==> config.mk <==
export PLATFORM = sky130hd
export DESIGN_NAME = store_and_release
export DESIGN_NICKNAME = d
export VERILOG_FILES = /design/src/rtl/sar_pkg.sv /design/src/rtl/sar_fifo.sv /design/src/rtl/store_and_release.sv
export SDC_FILE = /design/constraint.sdc
export NUM_CORES = 1
export LEC_CHECK = 0
export ABC_AREA = 1
export CAP_MARGIN = 20
export CORE_MARGIN = 2
export CORE_UTILIZATION = 53
export CTS_CLUSTER_SIZE = 30
export DETAILED_ROUTE_END_ITERATION = 12
export MAX_ROUTING_LAYER = met4
export PLACE_DENSITY = 0.8
export SETUP_SLACK_MARGIN = 0.5
export SYNTH_ARGS = -nofsm -noshare
export SYNTH_HDL_FRONTEND = slang
export SYNTH_HIERARCHICAL = 1
export SYNTH_SLANG_ARGS = --single-unit
==> constraint.sdc <==
create_clock -name clk -period 10.8 [get_ports clk]
set_clock_uncertainty 0.05 [all_clocks]
set_input_delay 1.08 -clock clk [delete_from_list [all_inputs] [get_ports clk]]
set_output_delay 1.08 -clock clk [all_outputs]
set_load 0.02 [all_outputs]
==> src/rtl/sar_pkg.sv <==
// Shared types and default sizing for the store_and_release buffer.
package sar_pkg;

  localparam int DATA_W_DEF = 64;
  localparam int DEPTH_DEF  = 8;
  localparam int IDX_W_DEF  = 32;

  typedef enum logic [1:0] {
    RUN       = 2'd0,
    LAST_SEEN = 2'd1,
    DONE      = 2'd2
  } sar_state_e;

endpackage

==> src/rtl/sar_fifo.sv <==
// Synchronous FIFO with registered occupancy count; callers never push when full
// or pop when empty.
module sar_fifo #(
  parameter int WIDTH = 96,
  parameter int DEPTH = 8
) (
  input  logic                       clk,
  input  logic                       rst_n,
  input  logic                       i_push,
  input  logic [WIDTH-1:0]           i_wr_data,
  input  logic                       i_pop,
  output logic [WIDTH-1:0]           o_rd_data,
  output logic                       o_full,
  output logic                       o_empty,
  output logic [$clog2(DEPTH):0]     o_count
);

  localparam int PTR_W = $clog2(DEPTH);
  localparam int CNT_W = PTR_W + 1;

  logic [WIDTH-1:0] r_mem [DEPTH];
  logic [PTR_W-1:0] r_wr_ptr;
  logic [PTR_W-1:0] r_rd_ptr;
  logic [CNT_W-1:0] r_count;

  // NOTE: storage has no reset; valid entries are tracked by the pointers and count.
  always_ff @(posedge clk) begin
    if (i_push) r_mem[r_wr_ptr] <= i_wr_data;
  end

  // NOTE: sequential state uses non-blocking assignments only.
  always_ff @(posedge clk or negedge rst_n) begin
    if (!rst_n) begin
      r_wr_ptr <= '0;
      r_rd_ptr <= '0;
      r_count  <= '0;
    end else begin
      if (i_push) r_wr_ptr <= r_wr_ptr + PTR_W'(1);
      if (i_pop)  r_rd_ptr <= r_rd_ptr + PTR_W'(1);
      case ({i_push, i_pop})
        2'b10:   r_count <= r_count + CNT_W'(1);
        2'b01:   r_count <= r_count - CNT_W'(1);
        default: r_count <= r_count;
      endcase
    end
  end

  assign o_rd_data = r_mem[r_rd_ptr];
  assign o_full    = (r_count == CNT_W'(DEPTH));
  assign o_empty   = (r_count == '0);
  assign o_count   = r_count;

endmodule

==> src/rtl/store_and_release.sv <==
// Buffers indexed tuples and releases the head one per controller strobe into an
// output register. Optional head-index checking is enabled by SAR_SEQ_CHECK_EN.
module store_and_release
  import sar_pkg::*;
#(
  parameter int DATA_W = DATA_W_DEF,
  parameter int DEPTH  = DEPTH_DEF,
  parameter int IDX_W  = IDX_W_DEF
) (
  input  logic                    clk,
  input  logic                    resetn,
  input  logic                    in_valid,
  output logic                    in_ready,
  input  logic [DATA_W-1:0]       in_data,
  input  logic [IDX_W-1:0]        in_idx,
  input  logic                    in_last,
  input  logic [IDX_W-1:0]        next,
  output logic                    is_stored,
  input  logic                    release_data,
  output logic                    local_last_processed,
  output logic                    out_valid,
  output logic [DATA_W-1:0]       out_data,
  input  logic                    out_ready,
  output logic                    proto_error,
  output logic                    seq_error,
  output logic [$clog2(DEPTH):0]  occupancy
);

`ifdef SAR_SEQ_CHECK_EN
  localparam int ENTRY_W = DATA_W + IDX_W;
`else
  localparam int ENTRY_W = DATA_W;
`endif

  sar_state_e          r_state, w_state_nxt;
  logic                r_rst_done;
  logic                r_out_valid;
  logic [DATA_W-1:0]   r_out_data;
  logic                r_proto_error;
  logic [ENTRY_W-1:0]  w_wr_data, w_rd_data;
  logic                w_full, w_empty, w_push, w_pop;
  logic                w_slot_free, w_idx_match;

`ifdef SAR_SEQ_CHECK_EN
  logic              r_seq_error;
  logic [IDX_W-1:0]  w_head_idx;

  assign w_wr_data   = {in_idx, in_data};
  assign w_head_idx  = w_rd_data[DATA_W +: IDX_W];
  assign w_idx_match = (w_head_idx == next);
  assign seq_error   = r_seq_error;

  always_ff @(posedge clk or negedge resetn) begin
    if (!resetn)                                   r_seq_error <= 1'b0;
    else if (!w_empty && w_slot_free && !w_idx_match) r_seq_error <= 1'b1;
  end
`else
  logic w_unused_idx;

  assign w_wr_data    = in_data;
  assign w_idx_match  = 1'b1;
  assign seq_error    = 1'b0;
  assign w_unused_idx = ^{in_idx, next};
`endif

  sar_fifo #(.WIDTH(ENTRY_W), .DEPTH(DEPTH)) u_fifo (
    .clk       (clk),
    .rst_n     (resetn),
    .i_push    (w_push),
    .i_wr_data (w_wr_data),
    .i_pop     (w_pop),
    .o_rd_data (w_rd_data),
    .o_full    (w_full),
    .o_empty   (w_empty),
    .o_count   (occupancy)
  );

  // r_rst_done holds in_ready low until the first edge after reset release.
  assign in_ready    = !w_full && (r_state == RUN) && r_rst_done;
  assign w_push      = in_valid && in_ready;
  assign w_slot_free = !r_out_valid || out_ready;
  assign is_stored   = !w_empty && w_slot_free && w_idx_match;
  assign w_pop       = release_data && is_stored;

  always_ff @(posedge clk or negedge resetn) begin
    if (!resetn) begin
      r_state       <= RUN;
      r_rst_done    <= 1'b0;
      r_out_valid   <= 1'b0;
      r_out_data    <= '0;
      r_proto_error <= 1'b0;
    end else begin
      r_state    <= w_state_nxt;
      r_rst_done <= 1'b1;
      if (w_pop) begin
        r_out_valid <= 1'b1;
        r_out_data  <= w_rd_data[DATA_W-1:0];
      end else if (r_out_valid && out_ready) begin
        r_out_valid <= 1'b0;
      end
      if (release_data && !is_stored) r_proto_error <= 1'b1;
    end
  end

  // NOTE: default assignment first so every path assigns w_state_nxt (no latch).
  always_comb begin
    w_state_nxt = r_state;
    case (r_state)
      RUN:       if (w_push && in_last) w_state_nxt = LAST_SEEN;
      LAST_SEEN: if (w_empty)           w_state_nxt = DONE;
      DONE:                             w_state_nxt = DONE;
      default:                          w_state_nxt = RUN;
    endcase
  end

  assign local_last_processed = (r_state == DONE);
  assign out_valid            = r_out_valid;
  assign out_data             = r_out_data;
  assign proto_error          = r_proto_error;

endmodule

==> run metrics, run 1 <==
Worst Setup End Kind register; cell count after synthesis around 1800; met1 global-route usage 0.289; non-filler cells, final 2574; routed len/inst 20.4 microns; routability congestion estimate 0.799; # fillers 3143; Hold Buf Count CTS 0; Vias/cell around 5.8; # rows 76; Sw Ratio 0.353; Root Driver clkbuf_16; CTS resizes 0; CTS sink count 591; CTS buffer count 56; most frequent cells in the layout edfxtp_1, nand2_1, nor2_1, o21ai_0, clkdlybuf4s50_1; register area share after synthesis 0.746; clk slew on worst S/H paths 60 ps; total of max-cap violations 0; DRC violation count after routing 0; Comb pwr share 0.328; warnings from Yosys 6; antenna violations before repair 9; die height 213 microns; port bufs approximately 140; Detail Placement HPWL about 26000 microns; NumNets Final 2077; CTS tree built; Core Region between 0.04 and 0.05 sq mm; PD cells roughly 270 mW/mm^2; Global Route Usage Sum 0.237; placed cells 2460; Fmax 252 MHz; post-CTS setup buffer count 0; mapped cell area roughly 0.023 sq mm; I/O pin count 208; H-Tree Level Count 2; met2 global-route usage 0.397; leak pwr approximately 9.5 nW; met3 usage 0.0407; nature of the critical path startpoint primary input; number of global-route vias before repair 14900; Yosys reg bits between 500 and 600; setup violators final 0; fin crit share 0.367; 1st-iter DRT viols 1419; Crit Path Class in -> reg; path category of the worst min-delay check reg -> reg; Routed Antenna Nets 0; layout cells sized above 1 0.0819; setup repair after global routing missed its margin no; post-synthesis net count approximately 2000; Flop pwr share 0.404; worst vdd ir between 150 and 200 uV; commonest non-fill, non-tap cell in the layout edfxtp_1; Psw 0.00252 W; crit path DAT 4120 ps; Die Wd between 200 and 250 microns; final hold vios 0; first-pass GRT wire length between 70000 and 80000 microns; total negative slack 0 ps; area grow syn2layout 14.9%; clk_lat worst skew between 500 and 600 ps; Slew HR 0.257; register area between 0.015 and 0.02 sq mm; Synth cell types 30; fin util 0.619; GRT overflow 0; die area between 0.04 and 0.05 sq mm; Int Power between 0.004 and 0.005 W; largest net degree at the start of global routing 160; initial core utilization 0.539; outcome complete, no violations; clock share of power 0.267; final WL 52500 microns; maximum fanout along the worst path 45; CTS max path bufs 3; routed via count between 10000 and 15000; area of the multi-input gates slightly above 0.005 sq mm; Worst Tran Pin Value roughly 1100 ps; Mean Syn Cell Area 12.7 sq um; fin crit period about 4000 ps; Worst Path Required roughly 11000 ps; busiest grt layer met2; Final Slew Violations 0; Power Total just over 0.007 W; 1st-pass router iterations 6
[worst paths after layout]
check | from | slack (ps) | endpoint | depth (start not counted)
worst min register to register | proto_error | 410 | proto_error | 1
worst min-delay path | proto_error | 410 | proto_error | 1
max in group asynchronous | resetn | 9220 | u_fifo/r_rd_ptr[0] | 2
min in group asynchronous | resetn | 430 | out_data[18] | 1
worst max-delay path | in_valid | 6830 | u_fifo/r_mem[6][29] | 6
worst max register to register | r_state[1] | 7050 | u_fifo/r_mem[6][29] | 8
[cell usage after synthesis]
| cell type | instances | area, sq um |
|---|---|---|
| a21oi_1 | 1 | 5.00 |
| edfxtp_1 | 512 | 15400 |
| nand2_1 | 417 | 1570 |
| or2_1 | 2 | 12.5 |
| buf_4 | 20 | 150 |
| a21o_1 | 1 | 7.51 |
| clkbuf_1 | 32 | 120 |
| nand3_1 | 6 | 30.0 |
| nor3b_1 | 1 | 7.51 |
| inv_2 | 4 | 15.0 |
| o22ai_1 | 128 | 801 |
| buf_1 | 5 | 18.8 |
| nand2_2 | 3 | 18.8 |
| xnor2_1 | 2 | 17.5 |
| inv_1 | 14 | 52.6 |
| ha_1 | 9 | 113 |
| o21ai_1 | 74 | 370 |
| o21ai_2 | 40 | 350 |
| a31oi_1 | 1 | 6.26 |
| conb_1 | 2 | 7.51 |
| clkbuf_4 | 6 | 45.0 |
| buf_2 | 23 | 115 |
| or2_2 | 1 | 6.26 |
| buf_6 | 26 | 293 |
| inv_4 | 1 | 6.26 |
| xor2_1 | 3 | 26.3 |
| dfrtp_1 | 79 | 1980 |
| o21ai_0 | 145 | 726 |
| nor2_1 | 269 | 1010 |
| nor3_1 | 1 | 5.00 |
[metrics by stage]
step | setup WS [ps] | hold slack, ps | cell area [sq um]
floorplan | 5720 | 417 | 23300
global placement | 6260 | 389 | 24900
detailed placement | 6220 | 401 | 24900
CTS | 6790 | 415 | 26700
global route | 6620 | 423 | 26700
finish | 6830 | 413 | 26700
[layout make-up]
cell class                      instances  share of cell area
Antenna cell                           10            0.000936
Clock buffer                           79              0.0598
Clock inverter                         24             0.00749
Inverter                               19             0.00309
Multi-Input combinational cell       1106               0.193
Sequential cell                       591               0.650
Tap cell                              585              0.0274
Timing Repair Buffer                  160              0.0589
[state kept, by name, summed over array words and instances (netlist names)]
name / cells
u_fifo/o_count: 4
out_data: 64
out_valid: 1
r_state: 2
r_rst_done: 1
u_fifo/r_mem: 512
u_fifo/r_rd_ptr: 3
proto_error: 1
u_fifo/r_wr_ptr: 3
[critical path, stage by stage]
cell and delay (ps):
clkdlybuf4s50_1 480, nor3b_1 520, inv_1 200, or2_1 410, nor2_4 650, buf_4 760
[routing by layer]
| metal | up-vias | routed length (microns) |
|---|---|---|
| li1 | 6710 | - |
| met1 | 7279 | 20200 |
| met2 | 693 | 26800 |
| met3 | 125 | 3870 |
| met4 | 0 | 1560 |
| met5 | - | 0 |
[cells by family (layout without fill, tap and decap cells)]
kind of cell	after synthesis	count (layout)	synth area share
buffers and inverters	131	282	0.0351
XOR/XNOR	5	5	0.00188
AND/OR/NAND/NOR	700	700	0.114
flip-flops	591	591	0.746
AO/OA/AOI/OAI	390	390	0.0975
adder cells (fa/ha/maj)	9	9	0.00484
other	2	12	0.000323
[power groups by stage]
stage / clock (W) / combinational, W / sequential (W)
global route: 0.00202 / 0.00256 / 0.00291
floorplan: 0 / 0.00153 / 0.00301
CTS: 0.00193 / 0.00231 / 0.00288
detailed placement: 0 / 0.00229 / 0.00292
global placement: 0 / 0.00219 / 0.00291
finish: 0.00191 / 0.00234 / 0.00288
Note: power is estimated with default switching activity, not from simulation.
==> run 2, diff against run 1 <==
- CORE_UTILIZATION: 53 -> 52
- PLACE_DENSITY: 0.8 -> 0.82
- clock period: 10.8 -> 3.5 ns (I/O delays scaled with it)
==> run 2 against run 1 <==
  * Critical path type is now reg -> reg
  * Worst setup slack got worse by 6100 ps
  * Worst hold slack worse by 72 ps
  * Routed wire length fell by 0.59%
  * Via count shrank 0.20%
  * Highest routed layer unchanged
  * Power increased to 3.1 times the previous value
==> run metrics, run 2 (synthesis results as in run 1) <==
Slew HR 0.349; CTS resizes 0; Core Region around 0.044 sq mm; die area around 0.046 sq mm; leak pwr 9.62 nW; outcome complete, no violations; # fillers slightly above 3000; setup violators final 0; setup repair after global routing missed its margin no; Hold Buf Count CTS 1; CTS sink count a little under 600; first-pass GRT wire length between 80000 and 90000 microns; I/O pin count around 210; NumNets Final between 2000 and 2500; largest net degree at the start of global routing between 150 and 200; Slowest-stage cell, CP dfrtp_1; Final Slew Violations 0; clk_lat worst skew a little under 600 ps; area grow syn2layout 16.0%; Fmax about 370 MHz; post-CTS setup buffer count 0; PD cells just over 800 mW/mm^2; area of placed instances 0.0252 sq mm; routed via count between 10000 and 15000; Power Total between 0.02 and 0.025 W; routability congestion estimate just under 0.8; Worst Tran Pin Value ~1000 ps; routed len/inst slightly above 20 microns; antenna violations before repair 7; Die Wd about 220 microns; Routed Antenna Nets 0; crit path DAT approximately 3200 ps; # rows between 70 and 80; number of global-route vias before repair about 15000; maximum fanout along the worst path 18; largest stage delay on the critical path around 430 ps; CTS tree built; initial core utilization 0.526; path category of the worst min-delay check in -> reg; worst vdd ir 515 uV; fin util 0.610; clk slew on worst S/H paths about 60 ps; final WL 52200 microns; total negative slack 0 ps; Worst Setup End Kind register; CTS buffer count 53; total of max-cap violations 0; most flop-heavy register u_fifo/r_mem; Vias/cell roughly 5.7; layout cells sized above 1 0.0865; CTS max path bufs 3; final hold vios 0; register area ~0.017 sq mm; fin area roughly 0.027 sq mm; Detail Placement HPWL around 27000 microns; Global Route Usage Sum 0.228; most frequent cells in the layout edfxtp_1, nand2_1, nor2_1, o21ai_0, clkdlybuf4s50_1; die height around 220 microns; port bufs ~140; fin crit share 0.781; fin crit period about 2700 ps; 1st-pass router iterations 5; DRC violation count after routing 0; Buf/Inv on CP 4; area of the multi-input gates 0.00515 sq mm; cell family with most CP delay simple AND/OR/NAND/NOR gates; critical path cell sequence or2_2 -> nor3_1 -> inv_1 -> nand2_2 -> inv_2 -> nand2_4 -> clkinv_2 -> ha_1 -> nand2_1 -> inv_1 -> nor2_1 -> ha_1 -> a21oi_1 -> or2_1 -> a31oi_1; Worst Path Required roughly 4000 ps; nature of the critical path startpoint register; commonest non-fill, non-tap cell in the layout edfxtp_1; Crit Path Class reg -> reg; max reg flops between 500 and 600; Root Driver clkbuf_16; GRT overflow 0; 1st-iter DRT viols 1542; H-Tree Level Count 2
==> run 2: changes by cell type in the layout (fill, tap and decap cells not counted), moves of 2 or more <==
cell | previous run | this run
buf_12 | 0 | 15
bufinv_16 | 3 | 6
clkbuf_16 | 57 | 55
clkbuf_8 | 9 | 4
clkinv_1 | 7 | 5
clkinv_2 | 11 | 13
clkinv_4 | 2 | 0
diode_2 | 10 | 7
==> run 2: worst register-to-register path: stages (launching register included) <==
cell and delay (ps):
dfrtp_1 430, or2_2 330, nor3_1 140, inv_1 100, nand2_2 90, inv_2 50
nand2_4 50, clkinv_2 250, ha_1 350, nand2_1 80, inv_1 50, nor2_1 120
ha_1 160, a21oi_1 50, or2_1 230, a31oi_1 130
==> run 2: layout make-up <==
cell class,instances,share of cell area
inverter,19,0.00306
sequential,591,0.644
tap,592,0.0275
multi-input combinational,1106,0.191
clock buffer,72,0.0549
clock inverter,25,0.0102
timing repair buffer,175,0.0689
antenna,7,0.000650
==> run 2: path summary, 6_finish.rpt <==
check	endpoint	slack, ps	cells past startpoint	startpoint
max in group asynchronous	out_data[47]	2290	3	resetn
worst max register to register	u_fifo/o_count[2]	770	15	u_fifo/o_count[1]
worst max-delay path	u_fifo/o_count[2]	770	15	u_fifo/o_count[1]
worst min register to register	proto_error	410	1	proto_error
worst min-delay path	out_valid	340	4	out_ready
min in group asynchronous	u_fifo/r_rd_ptr[0]	390	2	resetn
==> run 2: power breakdown <==
part | leakage (nW) | internal, W | switching (W)
logic | 3.17 | 0.00251 | 0.00488
registers | 5.58 | 0.00838 | 0.000489
clock network | 0.866 | 0.00340 | 0.00242
==> run 2: metrics by stage <==
stage / hold slack (ps) / setup slack [ps] / cells
floorplan: 4.41 / -182 / 1828
global placement: 391 / 758 / 2482
detailed placement: 395 / 760 / 2482
CTS: 320 / 787 / 2580
global route: 359 / 594 / 2587
finish: 341 / 767 / 2587
==> run 2: metal layers <==
layer  routed length [microns]  GRT usage  share of wire  vias to the layer above
li1                          -          -              -                     6726
met1                     19800      0.270           0.38                     7239
met2                     27000      0.390           0.52                      692
met3                      3960     0.0371          0.076                      120
met4                      1380     0.0926          0.026                        0
met5                         0          -              0                        -
==> run 3, diff against run 2 <==
- clock period: 3.5 -> 2.3 ns (I/O delays scaled with it)
==> run 3 against run 2 <==
  * The flow now finishes with violations (negative setup slack)
  * Global-route usage is 3.9 points higher
  * Non-clock buffer count is 164 higher
  * Cell area is 13% higher
  * Register-to-register slack worse by 850 ps
  * Final cell count is 6.5% higher
  * Power is 74% higher
  * Die area stayed put
  * Critical path type unchanged
  * Clock power is 64% higher
  * Combinational power is 110% higher
  * Sequential power is 53% higher
  * Worst setup slack worse by 850 ps
==> run metrics, run 3 (synthesis results as in run 1) <==
I/O pin count ~210; # fillers 2509; port bufs ~140; 1st-iter DRT viols 3000; Power Total between 0.03 and 0.04 W; first-pass GRT wire length 91700 microns; R2R Setup Slk -90 ps; H-Tree Level Count 2; fin crit share 1.04; Slew HR 0.459; DRC violation count after routing 0; fin crit period approximately 2400 ps; Worst Tran Pin Value about 800 ps; Psw roughly 0.015 W; clk_lat worst skew ~640 ps; routed via count roughly 18000; Fmax ~420 MHz; routability congestion estimate 0.803; most frequent cells in the layout edfxtp_1, nand2_1, nor2_1, o21ai_0, clkdlybuf4s50_1; routed len/inst roughly 28 microns; area of placed instances between 0.02 and 0.03 sq mm; commonest non-fill, non-tap cell in the layout edfxtp_1; Die Wd 215 microns; max reg flops 512; Reg2Reg Depth 10; fin area between 0.03 and 0.04 sq mm; CTS buffer count between 50 and 60; Vias/cell 6.44; post-route setup slack -85.1 ps; clk slew on worst S/H paths approximately 70 ps; NumNets Final roughly 2300; outcome finished with violations; largest net degree at the start of global routing 73; fin util 0.691; nature of the critical path startpoint register; layout cells sized above 1 0.191; crit path DAT roughly 2700 ps; die height between 200 and 250 microns; Final Slew Violations 0; clock share of power 0.249; maximum fanout along the worst path 7; CTS tree built; number of global-route vias before repair 16100; Root Driver clkbuf_16; Sw Ratio 0.382; Global Route Usage Sum 0.267; failing checks negative setup slack; 1st-pass router iterations 8; setup violators final between 200 and 250; area grow syn2layout 31.5%; CTS max path bufs 3; Detail Placement HPWL slightly above 30000 microns; Flop pwr share 0.354; setup slack at placement -69.6 ps; total of max-cap violations 0; final hold vios 0; # rows 77; leak pwr around 11 nW; CTS sink count 591; die area 0.0464 sq mm; Worst Path Required around 2600 ps; most flop-heavy register u_fifo/r_mem; initial core utilization 0.526; Crit Path Class reg -> reg; Core Region 0.0442 sq mm; GRT overflow 0; Int Power roughly 0.024 W; PD cells around 1300 mW/mm^2; setup repair after global routing missed its margin yes; final WL 78500 microns; Comb pwr share 0.397; worst vdd ir between 600 and 700 uV; Routed Antenna Nets 0; path category of the worst min-delay check in -> async; Worst Setup End Kind register; antenna violations before repair 3
==> run 3: cell count changes in the layout (fill, tap and decap cells not counted), moves of 30 or more <==
cell and delta:
buf_16 +30, clkbuf_16 +33, nand2_1 -54, buf_12 +43
==> run 3: layer usage <==
metal,GRT usage,vias up,wire (microns)
met3,0.0436,452,9470
met4,0.126,0,6450
met2,0.449,1707,37100
li1,-,7095,-
met5,-,-,0
met1,0.315,8500,25500
==> run 3: area by class of cell <==
| class | count | area (sq um) | share of cell area |
|---|---|---|---|
| Timing Repair inverter | 1 | 11.3 | 0.000368 |
| Clock inverter | 29 | 293 | 0.00958 |
| Clock buffer | 76 | 1550 | 0.0507 |
| Inverter | 19 | 108 | 0.00352 |
| Sequential cell | 591 | 17400 | 0.568 |
| Antenna cell | 3 | 7.51 | 0.000246 |
| Timing Repair Buffer | 339 | 4960 | 0.162 |
| Multi-Input combinational cell | 1106 | 5530 | 0.181 |
| Tap cell | 592 | 741 | 0.0242 |
==> run 3: what timing repair did <==
action	CTS	global route
gates resized for setup	46	173
endpoints found under the setup margin	655	657
hold buffers	1	0
pin swaps	4	13
gates cloned	17	42
buffers inserted	41	33
hold endpoints to repair	41	0
==> run 3: path summary, 6_finish.rpt <==
kind	startpoint	end
worst min-delay path	resetn	out_data[28]
max in group asynchronous	resetn	out_data[48]
worst min register to register	out_data[21]	out_data[21]
worst max register to register	r_state[0]	u_fifo/r_mem[4][3]
min in group clk	out_ready	out_valid
worst max-delay path	r_state[0]	u_fifo/r_mem[4][3]
==> run 3: worst max-delay path: stages (launching register included) <==
cell,delay (ps)
dfrtp_1,400
inv_2,110
ha_4,160
nand2_4,60
nor3b_4,230
inv_2,110
or2_4,330
nor2_4,220
buf_6,150
buf_6,140
clkbuf_16,160
==> run 3: power groups by stage <==
stage | logic [W] | registers (W) | clock network, W
2_1_floorplan | 0.00730 | 0.0141 | 0
3_3_place_gp | 0.0111 | 0.0137 | 0
3_5_place_dp | 0.0115 | 0.0137 | 0
4_1_cts | 0.0122 | 0.0135 | 0.00929
5_1_grt | 0.0159 | 0.0137 | 0.00995
6_report | 0.0152 | 0.0136 | 0.00955
==> run 3: through the flow <==
stage | hold WS (ps) | instances | setup TNS, ps
CTS | 189 | 2678 | 0
detailed placement | 252 | 2514 | -5290
global placement | 243 | 2514 | -1630
global route | 227 | 2756 | -6810
floorplan | -116 | 1828 | -197720
finish | 155 | 2756 | -8130
